### config.mk
export PLATFORM = sky130hd
export DESIGN_NAME = cva6_l15_req_adapter
export DESIGN_NICKNAME = d
export VERILOG_FILES = /design/src/rtl/wt_cache_pkg.sv /design/src/rtl/cva6_l15_rr_arb.sv /design/src/rtl/cva6_l15_req_adapter.sv
export SDC_FILE = /design/constraint.sdc
export NUM_CORES = 1
export LEC_CHECK = 0
export BUFFER_PORTS_ARGS = -buffer_cell sky130_fd_sc_hd__clkbuf_2
export CAP_MARGIN = 25
export CORE_MARGIN = 1.5
export CORE_UTILIZATION = 46
export DETAILED_ROUTE_END_ITERATION = 8
export GPL_ROUTABILITY_DRIVEN = 0
export PLACE_DENSITY = 0.86
export SYNTH_ARGS = -nofsm -noshare
export SYNTH_HDL_FRONTEND = slang
export SYNTH_HIERARCHICAL = 1
export SYNTH_SLANG_ARGS = --single-unit
### constraint.sdc
create_clock -name clk_i -period 2.5 [get_ports clk_i]
set_input_delay 0.5 -clock clk_i [delete_from_list [all_inputs] [get_ports clk_i]]
set_output_delay 0.5 -clock clk_i [all_outputs]
set_load 0.01 [all_outputs]
### src/rtl/wt_cache_pkg.sv
// Shared L1.5 definitions: request-type encodings, dcache request kinds,
// source IDs and the adapter state encoding used by the request adapter.
package wt_cache_pkg;

  localparam logic [4:0] L15_IMISS_RQ = 5'b10000;
  localparam logic [4:0] L15_LOAD_RQ  = 5'b00000;
  localparam logic [4:0] L15_STORE_RQ = 5'b00001;
  localparam logic [4:0] L15_ATOMIC_RQ = 5'b00110;

  localparam logic [2:0] L15_LINE_SIZE = 3'b111;

  typedef enum logic [1:0] {
    DCACHE_LOAD_REQ  = 2'b00,
    DCACHE_STORE_REQ = 2'b01,
    DCACHE_AMO_REQ   = 2'b10,
    DCACHE_RSVD_REQ  = 2'b11
  } dcache_rtype_e;

  typedef enum logic {
    L15_SRC_ICACHE = 1'b0,
    L15_SRC_DCACHE = 1'b1
  } l15_src_e;

  typedef enum logic {
    IDLE = 1'b0,
    SEND = 1'b1
  } adapter_state_e;

  // The dcache hands us little-endian data; the L1.5 expects byte 0 in the MSBs.
  function automatic logic [63:0] swap_bytes64(input logic [63:0] d);
    logic [63:0] res;
    res = '0;
    for (int i = 0; i < 8; i++) begin
      res[63-8*i -: 8] = d[8*i +: 8];
    end
    return res;
  endfunction

  function automatic logic [4:0] dcache_rqtype(input dcache_rtype_e t);
    logic [4:0] rq;
    case (t)
      DCACHE_STORE_REQ: rq = L15_STORE_RQ;
      DCACHE_AMO_REQ:   rq = L15_ATOMIC_RQ;
      default:          rq = L15_LOAD_RQ;
    endcase
    return rq;
  endfunction

endpackage

### src/rtl/cva6_l15_rr_arb.sv
// Two-requester round-robin arbiter; bit 0 is the icache, bit 1 the dcache.
// The last-grant pointer moves only when the granted request is accepted.
module cva6_l15_rr_arb (
  input  logic       clk_i,
  input  logic       rst_ni,
  input  logic [1:0] req_i,
  input  logic       accept_i,
  output logic [1:0] gnt_o
);

  logic lastGnt_q, lastGnt_d;

  always_comb begin
    gnt_o = 2'b00;
    case (req_i)
      2'b01:   gnt_o = 2'b01;
      2'b10:   gnt_o = 2'b10;
      2'b11:   gnt_o = lastGnt_q ? 2'b01 : 2'b10;
      default: gnt_o = 2'b00;
    endcase
  end

  always_comb begin
    lastGnt_d = lastGnt_q;
    if (accept_i) begin
      lastGnt_d = gnt_o[1];
    end
  end

  // Reset to "dcache granted last" so the icache wins the first tie.
  always_ff @(posedge clk_i or negedge rst_ni) begin
    if (!rst_ni) begin
      lastGnt_q <= 1'b1;
    end else begin
      lastGnt_q <= lastGnt_d;
    end
  end

endmodule

### src/rtl/cva6_l15_req_adapter.sv
// Merges icache and dcache miss requests onto the single L1.5 request port,
// one request in flight at a time, with per-source outstanding-request limits.
module cva6_l15_req_adapter
  import wt_cache_pkg::*;
#(
  parameter int unsigned MemTidWidth    = 2,
  parameter int unsigned MaxOutstanding = 4,
  parameter int unsigned PAddrWidth     = 40
) (
  input  logic                   clk_i,
  input  logic                   rst_ni,

  input  logic                   icache_req_valid_i,
  output logic                   icache_req_ready_o,
  input  logic [PAddrWidth-1:0]  icache_req_paddr_i,
  input  logic                   icache_req_nc_i,
  input  logic [MemTidWidth-1:0] icache_req_tid_i,

  input  logic                   dcache_req_valid_i,
  output logic                   dcache_req_ready_o,
  input  logic [1:0]             dcache_req_rtype_i,
  input  logic [PAddrWidth-1:0]  dcache_req_paddr_i,
  input  logic [2:0]             dcache_req_size_i,
  input  logic [63:0]            dcache_req_data_i,
  input  logic                   dcache_req_nc_i,
  input  logic [MemTidWidth-1:0] dcache_req_tid_i,

  output logic                   l15_val_o,
  input  logic                   l15_ack_i,
  output logic [4:0]             l15_rqtype_o,
  output logic [PAddrWidth-1:0]  l15_address_o,
  output logic [2:0]             l15_size_o,
  output logic [63:0]            l15_data_o,
  output logic                   l15_nc_o,
  output logic [MemTidWidth-1:0] l15_tid_o,
  output logic                   l15_src_o,

  input  logic                   l15_rtrn_val_i,
  input  logic                   l15_rtrn_src_i
);

  localparam logic [2:0] MaxCnt = 3'(MaxOutstanding);

  adapter_state_e         state_q;
  logic                   val_q;
  logic [4:0]             rqtype_q;
  logic [PAddrWidth-1:0]  addr_q;
  logic [2:0]             size_q;
  logic [63:0]            data_q;
  logic                   nc_q;
  logic [MemTidWidth-1:0] tid_q;
  l15_src_e               src_q;

  logic [2:0] icCnt_q, icCnt_d;
  logic [2:0] dcCnt_q, dcCnt_d;

  logic       isIdle;
  logic       icElig, dcElig;
  logic [1:0] gnt;
  logic       icAcc, dcAcc;
  logic       dcRsvd;
  logic       ackDone;
  logic       icInc, icDec, dcInc, dcDec;

  assign isIdle = (state_q == IDLE);
  assign icElig = isIdle && icache_req_valid_i && (icCnt_q < MaxCnt);
  assign dcElig = isIdle && dcache_req_valid_i && (dcCnt_q < MaxCnt);

  cva6_l15_rr_arb i_rr_arb (
    .clk_i    (clk_i),
    .rst_ni   (rst_ni),
    .req_i    ({dcElig, icElig}),
    .accept_i (icAcc || dcAcc),
    .gnt_o    (gnt)
  );

  // Gating with rst_ni keeps both readies low for the whole reset window.
  assign icache_req_ready_o = rst_ni && isIdle && gnt[0] && (icCnt_q < MaxCnt);
  assign dcache_req_ready_o = rst_ni && isIdle && gnt[1] && (dcCnt_q < MaxCnt);

  assign icAcc  = icache_req_valid_i && icache_req_ready_o;
  assign dcAcc  = dcache_req_valid_i && dcache_req_ready_o;
  assign dcRsvd = (dcache_rtype_e'(dcache_req_rtype_i) == DCACHE_RSVD_REQ);

  // Reserved dcache requests are handshaken but never reach the L1.5.
  always_ff @(posedge clk_i or negedge rst_ni) begin
    if (!rst_ni) begin
      state_q  <= IDLE;
      val_q    <= 1'b0;
      rqtype_q <= '0;
      addr_q   <= '0;
      size_q   <= '0;
      data_q   <= '0;
      nc_q     <= 1'b0;
      tid_q    <= '0;
      src_q    <= L15_SRC_ICACHE;
    end else begin
      case (state_q)
        IDLE: begin
          if (icAcc) begin
            state_q  <= SEND;
            val_q    <= 1'b1;
            rqtype_q <= L15_IMISS_RQ;
            addr_q   <= icache_req_paddr_i;
            size_q   <= L15_LINE_SIZE;
            data_q   <= '0;
            nc_q     <= icache_req_nc_i;
            tid_q    <= icache_req_tid_i;
            src_q    <= L15_SRC_ICACHE;
          end else if (dcAcc && !dcRsvd) begin
            state_q  <= SEND;
            val_q    <= 1'b1;
            rqtype_q <= dcache_rqtype(dcache_rtype_e'(dcache_req_rtype_i));
            addr_q   <= dcache_req_paddr_i;
            size_q   <= dcache_req_size_i;
            data_q   <= dcache_req_data_i;
            nc_q     <= dcache_req_nc_i;
            tid_q    <= dcache_req_tid_i;
            src_q    <= L15_SRC_DCACHE;
          end
        end
        SEND: begin
          if (l15_ack_i) begin
            state_q <= IDLE;
            val_q   <= 1'b0;
          end
        end
        default: begin
          state_q <= IDLE;
          val_q   <= 1'b0;
        end
      endcase
    end
  end

  assign ackDone = (state_q == SEND) && l15_ack_i;
  assign icInc   = ackDone && (src_q == L15_SRC_ICACHE);
  assign dcInc   = ackDone && (src_q == L15_SRC_DCACHE);
  assign icDec   = l15_rtrn_val_i && !l15_rtrn_src_i && (icCnt_q != 3'd0);
  assign dcDec   = l15_rtrn_val_i &&  l15_rtrn_src_i && (dcCnt_q != 3'd0);

  // A return at zero is dropped by the Dec terms; ack plus return cancel out.
  always_comb begin
    icCnt_d = icCnt_q;
    if (icInc && !icDec && (icCnt_q < MaxCnt)) begin
      icCnt_d = icCnt_q + 3'd1;
    end else if (icDec && !icInc) begin
      icCnt_d = icCnt_q - 3'd1;
    end
  end

  always_comb begin
    dcCnt_d = dcCnt_q;
    if (dcInc && !dcDec && (dcCnt_q < MaxCnt)) begin
      dcCnt_d = dcCnt_q + 3'd1;
    end else if (dcDec && !dcInc) begin
      dcCnt_d = dcCnt_q - 3'd1;
    end
  end

  always_ff @(posedge clk_i or negedge rst_ni) begin
    if (!rst_ni) begin
      icCnt_q <= 3'd0;
      dcCnt_q <= 3'd0;
    end else begin
      icCnt_q <= icCnt_d;
      dcCnt_q <= dcCnt_d;
    end
  end

  assign l15_val_o     = val_q;
  assign l15_rqtype_o  = rqtype_q;
  assign l15_address_o = addr_q;
  assign l15_size_o    = size_q;
  assign l15_data_o    = swap_bytes64(data_q);
  assign l15_nc_o      = nc_q;
  assign l15_tid_o     = tid_q;
  assign l15_src_o     = src_q;

endmodule

* After elaboration in Yosys (flattened, before gate mapping)
Index checks and enable logic that the tools add are counted.
** Storage, ports and cells
- Output and inout bits :: 119
- Input bits :: 162
- Register bits :: 125
- Word-level logic and storage cells :: 95
** Cells by class
- Multiplexer cells :: 28
- Eq/ne operators :: 8
- Bitwise logic cells :: 2
- Reductions and logical operators :: 39
- Magnitude comparators :: 2
- $add $sub $neg :: 4
** Operators by type and width (count)
- 2-to-1 mux 64 bit :: 2
- 2-to-1 mux 40 bit :: 2
- logical AND 1 bit :: 25
- 2-to-1 mux 3 bit :: 6
- 2-to-1 mux 5 bit :: 2
- 2-to-1 mux 1 bit :: 9
- == test 2 bit (second input constant) :: 4
- adder 3 x 1 -> 3 bit (second input constant) :: 2
- logical NOT 1 bit :: 6
- < comparator 3 bit (second input constant) :: 2
- 2-to-1 mux 2 bit :: 3
- one-hot mux 2 bit (3 select lines) :: 1
- one-hot mux 3 bit (2 select lines) :: 1
- nonzero test 2 bit :: 3
- nonzero test 3 bit :: 2
- subtractor 3 x 1 -> 3 bit (second input constant) :: 2
- == test 2 x 1 -> 1 bit (second input constant) :: 2
- one-hot mux 1 bit (2 select lines) :: 2
- AND reduction 2 bit :: 2
- != test 3 x 1 -> 1 bit (second input constant) :: 1
- != test 2 bit (second input constant) :: 1
- NOT 1 bit :: 2
- logical OR 1 bit :: 1

* Logic depth before layout (Yosys ltp)
Gate-level depths: netlist of run 1.
- Word-level depth :: 12
- Gate-level depth with buffers :: 10

* Hierarchy
Netlist of run 1, hierarchy kept.
** Modules (own cells, without submodules)
- cva6_l15_req_adapter :: instances 1, area each 5529.1 um^2, cells an instance 599, seq. area each 3052.9 um^2
- cva6_l15_rr_arb :: instances 1, area each 63.8 um^2, cells an instance 5, seq. area each 26.3 um^2

* Least setup slack after synthesis of run 1
OpenSTA, ideal clock, no wires.
- Kind :: register to register
- From :: reg state_q
- To :: reg i_rr_arb.lastGnt_q
- Arrival :: 2101 ps
- Cell stages (with the launch flop) :: 11
- Path slack :: 317 ps
- Period minus slack after synthesis :: 2183 ps
- Required time :: 2418 ps
- Buffers on the path :: 3
- Cells stage by stage :: dfrtp_1 -> buf_2 -> nand2b_1 -> nor2_1 -> a21boi_0 -> nand3b_1 -> or2_2 -> clkbuf_1 -> buf_2 -> nand2_1 -> mux2_4
** Between the ends
- Longest elaborated chain between the ends :: 9
** Ends and longest elaborated chain
- from (decl) :: line cva6_l15_req_adapter.sv:44 : adapter_state_e state_q;
- from (signal assigned) :: line cva6_l15_req_adapter.sv:88 : state_q <= IDLE;
- from (signal assigned) :: line cva6_l15_req_adapter.sv:101 : state_q <= SEND;
- from (signal assigned) :: line cva6_l15_req_adapter.sv:111 : state_q <= SEND;
- NOT 1 bit (no line) *
- logical AND 1 bit * (2 in series) :: line cva6_l15_req_adapter.sv:66 : assign icElig = isIdle && icache_req_valid_i && (icCnt_q < MaxCnt);
- via icElig :: line cva6_l15_req_adapter.sv:58 : logic icElig, dcElig;
- == test 2 bit or == test 2 x 1 -> 1 bit (tied branches) :: line cva6_l15_rr_arb.sv:15 : case (req_i)
- one-hot mux 2 bit (3 select lines) * :: line cva6_l15_rr_arb.sv:15
- via gnt[0] :: line cva6_l15_req_adapter.sv:59 : logic [1:0] gnt;
- logical AND 1 bit * (2 in series) :: line cva6_l15_req_adapter.sv:78 : assign icache_req_ready_o = rst_ni && isIdle && gnt[0] && (icCnt_q < MaxCnt);
- logical AND 1 bit * :: line cva6_l15_req_adapter.sv:81 : assign icAcc = icache_req_valid_i && icache_req_ready_o;
- logical OR 1 bit * :: line cva6_l15_req_adapter.sv:73 : .accept_i (icAcc || dcAcc),
- to (signal assigned) :: line cva6_l15_rr_arb.sv:35 : lastGnt_q <= lastGnt_d;
- to (decl) :: line cva6_l15_rr_arb.sv:11 : logic lastGnt_q, lastGnt_d;
Mark *: on every way through the listed nets, which the timed path passes. The rest lies on a longest branch.
A chain may end at the register's enable or synchronous reset.

* Final worst setup path of run 1
- From :: reg state_q
- To :: out icache_req_ready_o
** Between the ends
- Longest elaborated chain between the ends :: 7
** Ends and longest elaborated chain
- NOT 1 bit (no line) *
- logical AND 1 bit * (2 in series) :: line cva6_l15_req_adapter.sv:66
- via icElig :: line cva6_l15_req_adapter.sv:58
- == test 2 bit or == test 2 x 1 -> 1 bit (tied branches) :: line cva6_l15_rr_arb.sv:15
- one-hot mux 2 bit (3 select lines) * :: line cva6_l15_rr_arb.sv:15
- via gnt[0] :: line cva6_l15_req_adapter.sv:59
- logical AND 1 bit * (2 in series) :: line cva6_l15_req_adapter.sv:78
- to (decl) :: line cva6_l15_req_adapter.sv:14 : output logic icache_req_ready_o,
Marked as above.

==> flow_summary.yaml, run 1 <==
critical_path:
  reg2reg_depth: 7
  critPathKind: "flop to output port"
  crit_path_end_kind: "output port"
  start_kind: "flop"
  critPathArrivalTime_ps: 1860
  cp_max_fo: 5
  worstSetupStartpoint: "state_q$_DFF_PN0_"
  crit_required_ps: 2000
  r2r-start: "state_q$_DFF_PN0_"
hold_path:
  hp-start: "icache_req_paddr_i[6]"
  hold_depth: 3
  hp-class: "input pin to flop"
synthesis:
  netlist_area_mm2: 0.00559
  seq_area_frac_synth: 0.551
  syn_nets: 768
  synth_edf_count: 0
  ys_ff_latch: 123
  ys_types: 39
  ys.flop_type: "dfrtp_1"
  synth_area_per_cell_um2: 9.26
  synthCells: 604
  yosys_warnings: 6
  async_reset_ff_frac: 1.00
cells_and_area:
  syn2layout_area_growth_pct: 37.8
  mostFrequentLayoutCell: "clkbuf_2"
  final_cell_mix: "clkbuf_2 (278), a21oi_1 (146), dfrtp_1 (121), nand2_1 (117), nand3b_1 (66)"
  antenna_cells: 0
  nets: 1027
  drive_gt1_frac: 0.384
  stdcell_area_mm2: 0.00771
drt:
  drt-pass1-iter-count: 5
  drc: 0
  antenna_left: 0
  wl_met2_mm: 8.18
  dr_total_vias: 5444
  wirelength_mm: 16.1
  first_iter_violations: 398
  routed.top_layer: "met4"
  routed-wl-met3_mm: 1.13
  wl_per_cell_um: 15.7
  viasPerCell: 5.32
  wl_met1_mm: 6.29
timing:
  slew_headroom: 0.440
  setup_tns_ps: 0
  clock-skew-final_ps: 7.74
  worst_slack_ps: 136
  fmax_mhz: 423
  worst_slew_pin_slew_ps: 840
  period_minus_slack_ps: 2360
  slew_violations: 0
  rsz0062_at_grt: "no"
  setup_viol: 0
  finalCritPeriodShare: 0.946
  hold_violations: 0
grt:
  grt_pass1_vias: 5151
  grt_usage: 0.254
  grt_pass1_wl_mm: 25.6
  grt-ovfl-total: 0
  antenna_found_initial: 0
  grt_max_degree: 68
floorplan:
  start_util: 0.470
  die_w_um: 113
  coreArea_mm2: 0.0119
  die_h_um: 113
  row_count: 40
  dieArea_mm2: 0.0128
  ioPinCount: 281
power:
  irDropWorstVdd_mv: 0.617
  powerDensity_mw_per_mm2: 1220
  p_leak_nw: 3.95
clock_network:
  clk_pin_slew_worst_paths_ps: 60
  htreeDepth: 4
  numCtsBuffers: 17
  tritoncts: "done"
  clock_latency_ps: 410
  clockBufferDepth: 2
  numClockSinks: 123
  cts_root_buf: "clkbuf_16"
placement:
  pre_cts_ws_ps: 235
  dp_hpwl_mm: 10.9
  placed_area_mm2: 0.00703
  port_buffers: 279
run:
  drv_cap: 0
status:
  status: "complete, no violations"
==> path summary, 6_finish.rpt <==
check / end / slack (ps)
worst max-delay path: icache_req_ready_o / 140
worst min-delay path: l15_address_o[6]$_DFFE_PN0P_ / 340
worst max register to register: dcCnt_q[2]$_DFFE_PN0P_ / 260
worst min register to register: l15_rqtype_o[4]$_DFFE_PN0P_ / 480
max in group asynchronous: data_q[61]$_DFFE_PN0P_ / 970
min in group asynchronous: dcCnt_q[2]$_DFFE_PN0P_ / 470
==> worst max-delay path: stages, from the launching register on <==
cell and delay, ps:
dfrtp_2 450, nand2b_4 180, nor2_2 160, a21boi_1 210, nand3b_1 180, nor2_1 130
clkbuf_2 150
==> final cells by class <==
class	count	area, um^2
clock buffer	20	467
fill	968	4200
clock inverter	12	169
inverter	3	11.3
sequential	123	3080
timing repair buffer	292	1550
tap	147	184
multi-input combinational	426	2250
==> cells in the mapped netlist, types with 3 or more instances <==
| library cell | number | area [um^2] |
|---|---|---|
| a21oi_1 | 146 | 731 |
| dfrtp_1 | 122 | 3050 |
| nand2_1 | 117 | 439 |
| nand3b_1 | 66 | 495 |
| nor2_1 | 53 | 199 |
| clkbuf_1 | 27 | 101 |
| buf_2 | 13 | 65.1 |
| buf_6 | 9 | 101 |
| nand3_1 | 4 | 20.0 |
| nor3_1 | 4 | 20.0 |
| o21ai_0 | 4 | 20.0 |
| a31oi_1 | 3 | 18.8 |
| inv_1 | 3 | 11.3 |
==> cell families after synthesis <==
family / synth area share
simple gates: 0.224
compound gates: 0.153
xor+xnor: 0.00313
flops: 0.551
other cells: 0.000670
buf+inv: 0.0532
fa+ha+maj: 0.00716
mux: 0.00850
==> state kept, by name, summed over array words and instances, names as in the netlist <==
name / count
state_q: 1
l15_src_o: 1
data_q: 64
l15_address_o: 40
dcCnt_q: 3
i_rr_arb/lastGnt_q: 1
icCnt_q: 3
l15_tid_o: 2
l15_size_o: 3
l15_val_o: 1
l15_nc_o: 1
l15_rqtype_o: 3
==> timing repair <==
action                                 CTS  global route
cloned                                   0             0
hold buffers                             1             0
setup buffers                            0             1
resized for setup                        2             3
setup endpoints to repair                1             2
endpoints found under the hold margin    4             0
==> per-layer routing <==
layer / vias to the layer above / GRT usage
li1: 2567 / -
met1: 2572 / 0.309
met2: 264 / 0.424
met3: 41 / 0.0718
met4: 0 / 0.107
met5: - / 0
==> stage by stage <==
| stage | total power [mW] | instances | util | hold slack, ps |
|---|---|---|---|---|
| floorplan | 5.29 | 604 | - | 204 |
| global placement | 6.68 | 989 | 0.590 | 338 |
| detailed placement | 6.81 | 989 | 0.590 | 340 |
| CTS | 9.48 | 1022 | 0.645 | 311 |
| global route | 10.0 | 1023 | 0.647 | 326 |
| finish | 9.43 | 1023 | 0.647 | 335 |
==> report_power, final <==
part / internal, mW / switching, mW / total (mW)
combinational: 1.45 / 1.82 / 3.27
sequential: 2.97 / 0.595 / 3.57
clock: 1.74 / 0.854 / 2.59
total: 6.16 / 3.27 / 9.43
Note: power is estimated with default switching activity, not from simulation.
==> inputs of run 2 (changes only) <==
--- a/config.mk
+++ b/config.mk
@@ -6,12 +6,13 @@
 export NUM_CORES = 1
 export LEC_CHECK = 0
 export BUFFER_PORTS_ARGS = -buffer_cell sky130_fd_sc_hd__clkbuf_2
-export CAP_MARGIN = 25
+export CAP_MARGIN = 20
+export CORE_ASPECT_RATIO = 1.1
 export CORE_MARGIN = 1.5
-export CORE_UTILIZATION = 46
+export CORE_UTILIZATION = 30
 export DETAILED_ROUTE_END_ITERATION = 8
 export GPL_ROUTABILITY_DRIVEN = 0
-export PLACE_DENSITY = 0.86
+export PLACE_DENSITY = 0.62
 export SYNTH_ARGS = -nofsm -noshare
 export SYNTH_HDL_FRONTEND = slang
 export SYNTH_HIERARCHICAL = 1
==> run 2 against run 1 <==
  * First-iteration DRC count shrank 24%
  * Via count shrank 2.6%
  * Clock-buffer cell count rose by 1
  * Setup slack got worse by 41 ps
  * Routed wire length increased by 6.4%
  * Die area rose by 52%
  * Non-clock buffer count is 2 higher
  * Global-route usage is 7.6 points lower
  * Clock power up 3%
  * Flip-flop and latch count unchanged
  * Fmax fell by 1.7%
  * Critical path depth down 1
  * Largest power group unchanged
==> flow_summary.yaml, run 2 (synthesized netlist as in run 1, its figures left out) <==
timing:
  setup_viol: 0
  slew_headroom: 0.463
  worst_slack_ps: 94.8
  finalCritPeriodShare: 0.962
  slew_violations: 0
  hold_violations: 0
  clock-skew-final_ps: 6.71
  period_minus_slack_ps: 2410
  fmax_mhz: 416
  rsz0062_at_grt: "yes"
  worst_slew_pin_slew_ps: 806
floorplan:
  die_w_um: 133
  die_h_um: 146
  dieArea_mm2: 0.0195
  start_util: 0.305
  ioPinCount: 281
  row_count: 52
  coreArea_mm2: 0.0183
cells_and_area:
  top_register: "data_q"
  largest_reg_flops: 64
  nets: 1029
  mostFrequentLayoutCell: "clkbuf_2"
  final_cell_mix: "clkbuf_2 (278), a21oi_1 (146), dfrtp_1 (121), nand2_1 (117), nand3b_1 (66)"
  final_cells: 1121
  antenna_cells: 0
  syn2layout_area_growth_pct: 40.6
  drive_gt1_frac: 0.383
grt:
  antenna_found_initial: 0
  grt_usage: 0.178
  grt_pass1_vias: 5204
  grt_pass1_wl_mm: 27.3
  grt-ovfl-total: 0
  grt_max_degree: 69
power:
  power_frac_seq: 0.376
  irDropWorstVdd_mv: 0.508
  p_sw_mw: 3.28
  powerDensity_mw_per_mm2: 1200
  p_leak_nw: 3.96
  swShare: 0.347
  pwr-share-clk: 0.282
  internal_power_mw: 6.16
  p_comb_frac: 0.342
placement:
  dp_hpwl_mm: 11.5
  place_inst: 1087
  port_buffers: 279
  pre_cts_ws_ps: 243
drt:
  drc: 0
  wl_per_cell_um: 15.3
  drt-pass1-iter-count: 6
  viasPerCell: 4.73
  antenna_left: 0
  first_iter_violations: 303
  dr_total_vias: 5300
  wirelength_mm: 17.1
critical_path:
  critPathBufInv: 1
  start_kind: "flop"
  critPathKind: "flop to output port"
  crit_required_ps: 2000
  critPathArrivalTime_ps: 1910
  crit_path_end_kind: "output port"
  crit_chain: "nor3b_4, a21boi_2, nand2_1, nor3_1, clkbuf_2"
  cp_max_fo: 6
  cp_top_family: "simple AND/OR/NAND/NOR gates"
  cpMaxStageDelayCell: "dfrtp_1"
  cp_slowest_stage_delay_ps: 460
clock_network:
  clk_pin_slew_worst_paths_ps: 60
  numCtsBuffers: 17
  tritoncts: "done"
  cts_root_buf: "clkbuf_16"
  htreeDepth: 4
  numClockSinks: 123
  clockBufferDepth: 2
  clock_latency_ps: 410
run:
  drv_cap: 0
status:
  status: "complete, no violations"
hold_path:
  hp-class: "input pin to flop"
[run 2: path summary, 6_finish.rpt]
path / slack, ps / depth (start not counted) / end / start
setup / recovery: 90 / 5 / dcache_req_ready_o / dcCnt_q[2]$_DFFE_PN0P_
hold / removal: 330 / 3 / l15_address_o[25]$_DFFE_PN0P_ / dcache_req_paddr_i[25]
setup reg to reg: 260 / 9 / l15_address_o[10]$_DFFE_PN0P_ / state_q$_DFF_PN0_
hold reg to reg: 490 / 2 / l15_rqtype_o[4]$_DFFE_PN0P_ / l15_rqtype_o[4]$_DFFE_PN0P_
max in group asynchronous: 950 / 3 / l15_address_o[0]$_DFFE_PN0P_ / rst_ni
min in group asynchronous: 500 / 2 / l15_rqtype_o[2]$_DFFE_PN0P_ / rst_ni
[run 2: worst reg2reg max path: stages (launching register included)]
cell	delay (ps)
dfrtp_2	470
nand2b_1	240
nor2_2	140
a21boi_0	210
nand3b_1	130
buf_4	160
or2_2	290
buf_4	260
nor2_1	170
a21oi_1	60
[run 2: final cells by class]
type,instances,area (um^2)
Inverter,3,11.3
Clock buffer,21,470
Clock inverter,11,166
Multi-Input combinational cell,426,2230
Sequential cell,123,3080
Tap cell,243,304
Timing Repair Buffer,294,1600
Fill cell,1887,10500
[run 2: power groups by stage]
stage	clock network, mW	logic (mW)	registers (mW)
6_report	2.66	3.23	3.55
5_1_grt	2.82	3.58	3.68
4_1_cts	2.73	3.27	3.55
3_5_place_dp	0	3.26	3.57
3_3_place_gp	0	3.22	3.55
2_1_floorplan	0	1.34	3.95
[run 2: per-stage QoR]
stage               hold slack, ps  setup TNS, ps  total power [mW]  area, um^2  utilization
CTS                            308              0              9.55        7850        0.428
detailed placement             361              0              6.83        7200        0.393
global placement               362              0              6.77        7200        0.393
floorplan                      204              0              5.29        5590            -
global route                   315          -67.3              10.1        7870        0.429
finish                         328              0              9.44        7870        0.429
[run 2: repair_timing]
| action | in CTS | in global routing |
|---|---|---|
| buffers inserted | 0 | 1 |
| resized for setup | 0 | 2 |
| hold buffers | 1 | 0 |
| endpoints found under the hold margin | 8 | 0 |
| endpoints found under the setup margin | 0 | 2 |
[run 2: per-layer routing]
metal  track usage  share of wire  up-vias
met5             0              0        -
met4        0.0630          0.019        0
met3        0.0576          0.074       24
met2         0.292           0.48      200
met1         0.219           0.43     2506
li1              -              -     2570
